--- src/rtl/exe_div_unit.sv ---
// Iterative RV32M DIV/DIVU/REM/REMU unit: one restoring step per cycle, WIDTH-cycle latency
// (divide-by-zero and signed overflow finish at accept); result held until ready_M, flush kills.
module exe_div_unit #(
  parameter int WIDTH = 32
) (
  input  logic             clk,
  input  logic             rst,
  input  logic             in_valid,
  output logic             in_ready,
  input  logic [2:0]       funct3_E,
  input  logic [WIDTH-1:0] src1,
  input  logic [WIDTH-1:0] src2,
  input  logic [4:0]       Rd_E,
  input  logic             flush,
  output logic             valid_E,
  input  logic             ready_M,
  output logic [WIDTH-1:0] result,
  output logic [4:0]       Rd_out,
  output logic             busy
);

  localparam int CW = $clog2(WIDTH);

  typedef enum logic [1:0] {S_IDLE, S_CALC, S_DONE} state_t;

  state_t           state_q, state_d;
  logic [CW-1:0]    cnt_q, cnt_d;
  logic [WIDTH-1:0] quo_q, quo_d;
  logic [WIDTH-1:0] rem_q, rem_d;
  logic [WIDTH-1:0] dvsr_q, dvsr_d;
  logic [WIDTH-1:0] result_q, result_d;
  logic [4:0]       rd_q, rd_d;
  logic             rem_flag_q, rem_flag_d;
  logic             neg_quo_q, neg_quo_d;
  logic             neg_rem_q, neg_rem_d;

  logic             is_signed, a_neg, b_neg, div_zero, ovf, step_ge;
  logic [WIDTH-1:0] a_abs, b_abs, quo_step, rem_step, quo_fix, rem_fix;
  logic [WIDTH:0]   rem_sh, diff;

  assign is_signed = ~funct3_E[0];
  assign a_neg     = is_signed & src1[WIDTH-1];
  assign b_neg     = is_signed & src2[WIDTH-1];
  assign a_abs     = a_neg ? -src1 : src1;
  assign b_abs     = b_neg ? -src2 : src2;
  assign div_zero  = (src2 == '0);
  assign ovf       = is_signed & (src1 == {1'b1, {(WIDTH-1){1'b0}}}) & (src2 == '1);

  // Shifted remainder keeps its carry-out bit so divisors above 2^(WIDTH-1) still compare correctly.
  assign rem_sh   = {rem_q, quo_q[WIDTH-1]};
  assign diff     = rem_sh - {1'b0, dvsr_q};
  assign step_ge  = ~diff[WIDTH];
  assign rem_step = step_ge ? diff[WIDTH-1:0] : rem_sh[WIDTH-1:0];
  assign quo_step = {quo_q[WIDTH-2:0], step_ge};
  assign quo_fix  = neg_quo_q ? -quo_step : quo_step;
  assign rem_fix  = neg_rem_q ? -rem_step : rem_step;

  always_comb begin
    state_d    = state_q;
    cnt_d      = cnt_q;
    quo_d      = quo_q;
    rem_d      = rem_q;
    dvsr_d     = dvsr_q;
    result_d   = result_q;
    rd_d       = rd_q;
    rem_flag_d = rem_flag_q;
    neg_quo_d  = neg_quo_q;
    neg_rem_d  = neg_rem_q;
    if (flush) begin
      state_d = S_IDLE;
      cnt_d   = '0;
    end else begin
      unique case (state_q)
        S_IDLE: begin
          if (in_valid) begin
            rd_d       = Rd_E;
            rem_flag_d = funct3_E[1];
            neg_quo_d  = a_neg ^ b_neg;
            neg_rem_d  = a_neg;
            if (div_zero || ovf) begin
              // Both corner cases resolve without iterating; overflow quotient equals src1.
              if (funct3_E[1]) result_d = div_zero ? src1 : '0;
              else             result_d = div_zero ? '1 : src1;
              state_d = S_DONE;
            end else begin
              quo_d   = a_abs;
              rem_d   = '0;
              dvsr_d  = b_abs;
              cnt_d   = '0;
              state_d = S_CALC;
            end
          end
        end
        S_CALC: begin
          quo_d = quo_step;
          rem_d = rem_step;
          cnt_d = cnt_q + CW'(1);
          if (cnt_q == CW'(WIDTH-1)) begin
            result_d = rem_flag_q ? rem_fix : quo_fix;
            state_d  = S_DONE;
          end
        end
        S_DONE: begin
          if (ready_M) state_d = S_IDLE;
        end
        default: state_d = S_IDLE;
      endcase
    end
  end

  always_ff @(posedge clk or negedge rst) begin
    if (!rst) begin
      state_q    <= S_IDLE;
      cnt_q      <= '0;
      quo_q      <= '0;
      rem_q      <= '0;
      dvsr_q     <= '0;
      result_q   <= '0;
      rd_q       <= '0;
      rem_flag_q <= 1'b0;
      neg_quo_q  <= 1'b0;
      neg_rem_q  <= 1'b0;
    end else begin
      state_q    <= state_d;
      cnt_q      <= cnt_d;
      quo_q      <= quo_d;
      rem_q      <= rem_d;
      dvsr_q     <= dvsr_d;
      result_q   <= result_d;
      rd_q       <= rd_d;
      rem_flag_q <= rem_flag_d;
      neg_quo_q  <= neg_quo_d;
      neg_rem_q  <= neg_rem_d;
    end
  end

  assign in_ready = (state_q == S_IDLE);
  assign busy     = (state_q != S_IDLE);
  assign valid_E  = (state_q == S_DONE);
  assign result   = result_q;
  assign Rd_out   = rd_q;

endmodule

--- config.mk ---
export PLATFORM = sky130hd
export DESIGN_NAME = exe_div_unit
export DESIGN_NICKNAME = d
export VERILOG_FILES = /design/src/rtl/exe_div_unit.sv
export SDC_FILE = /design/constraint.sdc
export NUM_CORES = 1
export LEC_CHECK = 0
export BUFFER_PORTS_ARGS = -buffer_cell sky130_fd_sc_hd__buf_2
export CAP_MARGIN = 20
export CORE_MARGIN = 2
export CORE_UTILIZATION = 60
export CTS_CLUSTER_SIZE = 25
export DETAILED_ROUTE_END_ITERATION = 12
export GPL_TIMING_DRIVEN = 0
export HOLD_SLACK_MARGIN = 0.08
export PLACE_DENSITY_LB_ADDON = 0.15
export SETUP_SLACK_MARGIN = 0.2
export SYNTH_ARGS = -nofsm -noshare
export SYNTH_HDL_FRONTEND = slang
export SYNTH_SLANG_ARGS = --single-unit
--- constraint.sdc ---
create_clock -name clk -period 13.1 [get_ports clk]
set_input_delay 3.93 -clock clk [delete_from_list [all_inputs] [get_ports clk]]
set_output_delay 3.93 -clock clk [all_outputs]
set_load 0.02 [all_outputs]
==> key figures, run 1 <==
Outcome
  • Status: complete, no violations

Setup path
  • Slowest stage delay, CP: 640 ps
  • Critical path cell sequence: buf_2 > nor4_1 > nand2b_1 > nor3_1 > nand4b_1 > or3_1 > o21ai_0 > nand3_1 > a211oi_1 > clkbuf_1 > clkbuf_1 > o211ai_1 > nand3_1
  • Buf/Inv on CP: 3
  • CP max FO: 10
  • CP max stage cell: clkbuf_1
  • Crit path kind: input pin to register
  • CP Data Required Time: 13,470 ps
  • CP arrival: 8320 ps
  • CP delay by family, top: simple AND/OR/NAND/NOR gates
  • Endpoint class of the critical path: register
  • Startpoint Class: input pin

Clocking
  • Cts hold-fix bufs: 0
  • Setup Fix Bufs, Post-CTS: 0
  • H-tree levels: 4
  • Worst-path clk slew: 70 ps
  • Root buffer cell: clkbuf_16
  • Resize count post-CTS: 0
  • Clock Tree Buf Depth: 2
  • Clk_lat worst skew: 440 ps
  • Cts bufs inserted: 17
  • Clk sinks: 143
  • CTS tree: done

Route
  • Router iterations before antenna repair: 8
  • # DRC: 0
  • Routed wire length: 40,400 um
  • Via Count: 12,400
  • Final ANT Viol Nets: 0
  • Vias per std cell: 6.47
  • Drt initial violations: 1,427
  • Routed WL per cell: 21.0 um

Logic synthesis
  • Yosys top cell by area: dfrtp_1
  • Mean Syn Cell Area: 7.65 um2
  • Seq cells post-synth: 143
  • Post-synthesis sequential area ratio: 30.9%
  • Post-Synthesis Cells: 1,513
  • Top-area cell type share of the netlist area: 30.9%
  • Simple-Gate Fraction of Synth Area: 20.5%
  • Post-Synth Adder-Cell Area: 4.39%
  • Combinational family with the most area after synthesis: compound AO/OA/AOI/OAI gates
  • Synth async-reset ratio: 100%
  • Distinct cells, synth: 75
  • Post-Syn Area: 11,600 um2
  • Synth Area in Compound Gates: 26.3%
  • Synthesized Nets: 1,630
  • Post-synth EDFFs: 0
  • Synthesis Warnings: 0
  • Post-synthesis mux area share: 2.74%
  • Ys flop type: dfrtp_1
  • Post-synthesis xor/xnor area fraction: 10.3%
  • Synth top area cells: dfrtp_1 (31%), o21ai_0 (8.9%), nand2_1 (6.9%), a21oi_1 (5.5%), xnor2_1 (5.5%)

Timing
  • Max Freq: 126 MHz
  • Max Slew Vio Count: 0
  • Relative slew slack: 28.5%
  • Final Hold Vio Count: 0
  • Post-route setup slack: 5150 ps
  • Period utilization: 60.7%
  • Clk_skew: 9.42 ps
  • Worst Tran Pin Value: 1050 ps
  • Hold slack: 480 ps
  • Final setup viols: 0
  • Setup TNS: 0 ps
  • Final worst path period need: 7950 ps
  • RSZ-0062 raised after global routing: false

Floorplan
  • Die X: 143 um
  • Ports: 117
  • Die Span Y: 143 um
  • # rows: 50
  • Die area: 20,400 um2
  • Initial core utilization: 61.4%
  • Core Region: 18,800 um2

Pwr
  • Sw Ratio: 48.2%
  • Peak VDD IR: 147 uV
  • NetSw: 1320 uW
  • Register share of total power: 22.2%
  • PD cells: 208 nW/um2
  • Leak Pwr: 0.00560 uW
  • Clock power share: 20.1%
  • Internal power: 1420 uW
  • Combinational Power Share: 57.6%

Placed design
  • GPL Wtd Cong: 1.01
  • Setup WS pre-CTS: 5010 ps
  • PortBufs: 114
  • Dpl hpwl: 31,300 um
  • Placed cell count: 1,889

Hold path
  • Worst Hold Class: register to register

Layout
  • Commonest non-fill, non-tap cell in the layout: nand2_1
  • Final Non-Filler Cells: 1,920
  • Fillcell total: 1,602
  • ANT cells: 0
  • Multi-input gate area: 7430 um2
  • # nets final: 1,765
  • Commonest non-fill, non-tap cells in the layout: nand2_1 (213), o21ai_0 (205), dfrtp_1 (143), a21oi_1 (128), nor2_1 (127)
  • P&R area growth vs syn: 13.7%
  • Sequential Area: 3580 um2
  • Post-Route Utilization: 69.9%
  • Fraction of layout cells with a size suffix above 1: 11.4%

GRT
  • Overflow after GRT: 0
  • Initial antenna violation count: 0
  • Largest net degree at the start of global routing: 94
  • Overall routing resource usage: 39.9%
  • Vias in the first global route: 11,600
  • First-pass GRT wire length: 62,300 um

Flow run
  • MaxCap Viol Count: 0
-- cells in the mapped netlist (6+ instances only) --
cell type and count:
nor3_1 34, xor2_1 63, a22o_1 8, or2_2 7, and3_1 6, nand4_1 17
nand2_1 213, clkbuf_1 68, a221oi_1 9, nand2b_1 10, nor4_1 16, o21ai_0 205
xnor2_1 73, nand3_1 22, o221ai_1 9, buf_2 8, or4_1 12, nor2_1 127
mux2_2 13, o211ai_1 13, dfrtp_1 143, nor3b_1 9, o21a_1 7, o41ai_1 13
buf_1 9, mux2i_1 17, a31oi_1 13, and2_1 6, a21o_1 14, or3_1 19
nor2b_1 6, inv_1 56, a21oi_1 128, a211oi_1 10, ha_1 39, o31ai_1 22
-- worst register-to-register path, delay by kind of cell (launching register included) --
kind | cells | cell delay [ps]
adders and majority gates | 3 | 1060
AOI/OAI and AO/OA | 8 | 2030
buffers and inverters | 6 | 2130
and+or+nand+nor | 3 | 690
xor gates and xnor gates | 2 | 580
DFF | 1 | 470
-- per-layer routing --
layer  routed length, um  GRT usage (%)
met5                   0              0
met3                4870           10.9
met2               17200           59.3
met4                1060           12.7
met1               17200           56.6
-- state kept, by name (all words and copies together), names as in the netlist --
signal,flops
quo_q,32
state_q,2
rem_flag_q,1
Rd_out,5
dvsr_q,32
neg_quo_q,1
neg_rem_q,1
result,32
rem_q,32
cnt_q,5
-- area by class of cell --
class / instances / share of cell area [%]
Multi-Input combinational cell: 1226 / 56.5
Sequential cell: 143 / 27.2
Timing Repair Buffer: 116 / 4.65
Clock buffer: 18 / 3.34
Buffer: 87 / 2.64
Tap cell: 260 / 2.47
Inverter: 57 / 1.63
Clock inverter: 13 / 1.62
-- power groups by stage --
stage          Clock, uW  Combinational, uW  Sequential, uW
2_1_floorplan          0               1110             591
3_3_place_gp           0               1480             612
3_5_place_dp           0               1510             614
4_1_cts              548               1530             606
5_1_grt              569               1720             618
6_report             552               1580             610
-- worst paths after layout --
| check | slack [ps] | to | cells after the start | from |
|---|---|---|---|---|
| max | 5150 | result[24] | 13 | src2[6] |
| min | 480 | result[19] | 2 | result[19] |
| max reg2reg | 6020 | result[30] | 22 | quo_q[31] |
| min reg2reg | 480 | result[19] | 2 | result[19] |
| max in group asynchronous | 8830 | state_q[0] | 2 | rst |
| min in group asynchronous | 3430 | dvsr_q[31] | 1 | rst |
-- through the flow --
step / total power, uW / instance area [um2]
after floorplan: 1700 / 11600
after global placement: 2100 / 12500
after detailed placement: 2120 / 12500
after CTS: 2680 / 13200
after global routing: 2900 / 13200
final: 2740 / 13200
-- cells by family (layout without fill, tap and decap cells) --
| logic type | Yosys count | count (layout) |
|---|---|---|
| buf+inv | 144 | 291 |
| fa+ha+maj | 40 | 40 |
| compound gates | 504 | 504 |
| xor+xnor | 136 | 136 |
| simple gates | 516 | 516 |
| flops | 143 | 143 |
| mux | 30 | 30 |
(Power assumes the default switching activity.)
==> inputs of run 2 (changes only) <==
--- a/config.mk
+++ b/config.mk
@@ -8,7 +8,7 @@
 export BUFFER_PORTS_ARGS = -buffer_cell sky130_fd_sc_hd__buf_2
 export CAP_MARGIN = 20
 export CORE_MARGIN = 2
-export CORE_UTILIZATION = 60
+export CORE_UTILIZATION = 55
 export CTS_CLUSTER_SIZE = 25
 export DETAILED_ROUTE_END_ITERATION = 12
 export GPL_TIMING_DRIVEN = 0
==> constraint.sdc (replaced) <==
create_clock -name clk -period 6.6 [get_ports clk]
set_input_delay 1.98 -clock clk [delete_from_list [all_inputs] [get_ports clk]]
set_output_delay 1.98 -clock clk [all_outputs]
set_load 0.02 [all_outputs]
==> key figures, run 2 (synthesis results as in run 1) <==
Layout
  • Commonest non-fill, non-tap cell in the layout: nand2_1
  • Post-route cell area: 13,200 um2 (+0.20%)
  • Sequential Area: 3580 um2 (unchanged)
  • ANT cells: 0 (unchanged)
  • P&R area growth vs syn: 14.0%
  • # nets final: 1,766 (+0.057%)
  • Commonest non-fill, non-tap cells in the layout: nand2_1 (213), o21ai_0 (203), dfrtp_1 (143), nor2_1 (127), a21oi_1 (127)
  • Fillcell total: 1,921 (+20%)
  • Multi-input gate area: 7440 um2 (+0.19%)
  • Fraction of layout cells with a size suffix above 1: 11.8% (+0.35 points)

Timing
  • Worst Tran Pin Value: 1080 ps (+30.8 ps)
  • Final setup viols: 0 (unchanged)
  • Clk_skew: 14.1 ps (+4.63 ps)
  • Max Freq: 164 MHz
  • RSZ-0062 raised after global routing: false
  • Setup TNS: 0 ps (unchanged)
  • Max Slew Vio Count: 0 (unchanged)
  • Period utilization: 92.3%
  • Relative slew slack: 28.2% (-0.25 points)
  • Final Hold Vio Count: 0 (unchanged)
  • Final worst path period need: 6090 ps

Setup path
  • Crit path kind: register to register
  • Endpoint class of the critical path: register
  • Buf/Inv on CP: 6 (+3)
  • CP delay by family, top: compound AO/OA/AOI/OAI gates
  • Startpoint Class: register
  • Critical path cell sequence: inv_1 > ha_1 > fa_1 > nand2b_1 > a21oi_2 > o21a_2 > a211o_1 > a21oi_4 > xnor2_2 > inv_1 > clkbuf_2 > clkbuf_2 > buf_2 > buf_2 > nor2_1 > a21oi_1 > ha_2 > o21ai_1 > or3_1 > o31ai_1 > xor2_1 > o21ai_0
  • CP Data Required Time: 6920 ps (-6550 ps)
  • Slowest stage delay, CP: 530 ps (-110 ps)
  • CP arrival: 6410 ps (-1910 ps)
  • CP max FO: 10 (unchanged)
  • CP max stage cell: dfrtp_1

Pwr
  • Sw Ratio: 48.2% (about the same)
  • Peak VDD IR: 289 uV (+96%)
  • Leak Pwr: 0.00562 uW (+0.28%)
  • NetSw: 2610 uW (+98%)
  • Register share of total power: 22.3% (about the same)
  • Clock power share: 19.8% (-0.3 points)
  • PD cells: 411 nW/um2 (+97%)
  • Internal power: 2810 uW (+98%)
  • Combinational Power Share: 57.9% (+0.3 points)

Route
  • Drt initial violations: 1,534 (+7.5%)
  • Via Count: 12,300 (-1.1%)
  • Router iterations before antenna repair: 6 (-2)
  • Routed wire length: 40,000 um (-0.98%)
  • # DRC: 0 (unchanged)
  • Final ANT Viol Nets: 0 (unchanged)
  • Routed WL per cell: 20.6 um (-1.8%)
  • Vias per std cell: 6.35 (-2.0%)

Placed design
  • Post-DP Area: 12,500 um2 (+0.13%)
  • PortBufs: 114 (unchanged)
  • Dpl hpwl: 30,800 um (-1.4%)
  • GPL Wtd Cong: 1.00 (-0.54%)

Floorplan
  • Ports: 117 (unchanged)
  • Die Span Y: 149 um (+4.3%)
  • # rows: 53 (+6.0%)
  • Initial core utilization: 55.6% (-5.9 points)
  • Die area: 22,200 um2 (+8.8%)
  • Die X: 149 um (+4.3%)
  • Core Region: 20,800 um2 (+11%)

GRT
  • Overflow after GRT: 0 (unchanged)
  • First-pass GRT wire length: 62,500 um (+0.40%)
  • Overall routing resource usage: 36.5% (-3.5 points)
  • Vias in the first global route: 11,300 (-2.2%)
  • Largest net degree at the start of global routing: 86 (-8.5%)
  • Initial antenna violation count: 0 (unchanged)

Flow run
  • MaxCap Viol Count: 0 (unchanged)

Clocking
  • Cts hold-fix bufs: 0 (unchanged)
  • Clk sinks: 143 (unchanged)
  • CTS tree: done
  • Clk_lat worst skew: 440 ps (about the same)
  • Cts bufs inserted: 17 (unchanged)
  • Root buffer cell: clkbuf_16
  • Worst-path clk slew: 70 ps (about the same)
  • Clock Tree Buf Depth: 2 (unchanged)
  • H-tree levels: 4 (unchanged)

Hold path
  • Worst Hold Class: register to register

Outcome
  • Status: complete, no violations
## run 2: cell count changes in the layout (fill, tap and decap cells not counted), moves of 2 or more
cell and change:
o21ai_1 +2, clkbuf_2 +2, buf_2 +3, o21ai_0 -2
## run 2: metal layers
metal  share of wire [%]  up-vias  global-route usage (%)
li1                    -     5701                       -
met1                  44     5777                    54.0
met2                  42      735                    52.9
met3                  11       81                    9.02
met4                 2.3        0                    10.0
met5                   0        -                       0
## run 2: path summary, 6_finish.rpt
kind / startpoint / to / slack, ps / cells past startpoint
setup / recovery: quo_q[31] / result[30] / 510 / 22
hold / removal: result[22] / result[22] / 480 / 2
setup reg to reg: quo_q[31] / result[30] / 510 / 22
hold reg to reg: result[22] / result[22] / 480 / 2
max in group asynchronous: rst / result[4] / 4210 / 2
min in group asynchronous: rst / dvsr_q[4] / 1570 / 1
## run 2: tightest hold or removal path: stages, from the launching register on
cell and delay, ps:
dfrtp_1 340, nand2_1 50, o21ai_0 60
## run 2: what timing repair did
item | CTS | global route
setup buffers | 0 | 0
pin swaps | 0 | 0
gates resized for setup | 2 | 7
cloned | 0 | 0
setup endpoints to repair | 6 | 9
## run 2: final cells by class
cell class	instances	share of cell area (%)
clock buffers	21	3.49
plain buffers	87	2.67
inverters	57	1.62
well taps	275	2.61
repair buffers	117	4.66
multi-input cells	1226	56.4
flip-flops and latches	143	27.1
clock inverters	11	1.36
## run 2: metrics by stage
stage | worst slack, ps | utilization, % | std cells | hold WS (ps) | power, uW
after floorplan | 1740 | - | 1513 | 444 | 3370
after CTS | 216 | 63.2 | 1936 | 483 | 5310
after global routing | 210 | 63.3 | 1937 | 507 | 5770
after detailed placement | -92.5 | 60.1 | 1904 | 467 | 4210
after global placement | -77.0 | 60.0 | 1902 | 461 | 4170
final | 506 | 63.3 | 1937 | 476 | 5420
## run 2: power groups by stage
| stage | clock network (uW) | logic, uW | registers, uW |
|---|---|---|---|
| finish | 1080 | 3140 | 1210 |
| global route | 1120 | 3430 | 1220 |
| CTS | 1080 | 3020 | 1200 |
| detailed placement | 0 | 3000 | 1210 |
| global placement | 0 | 2960 | 1210 |
| floorplan | 0 | 2200 | 1170 |
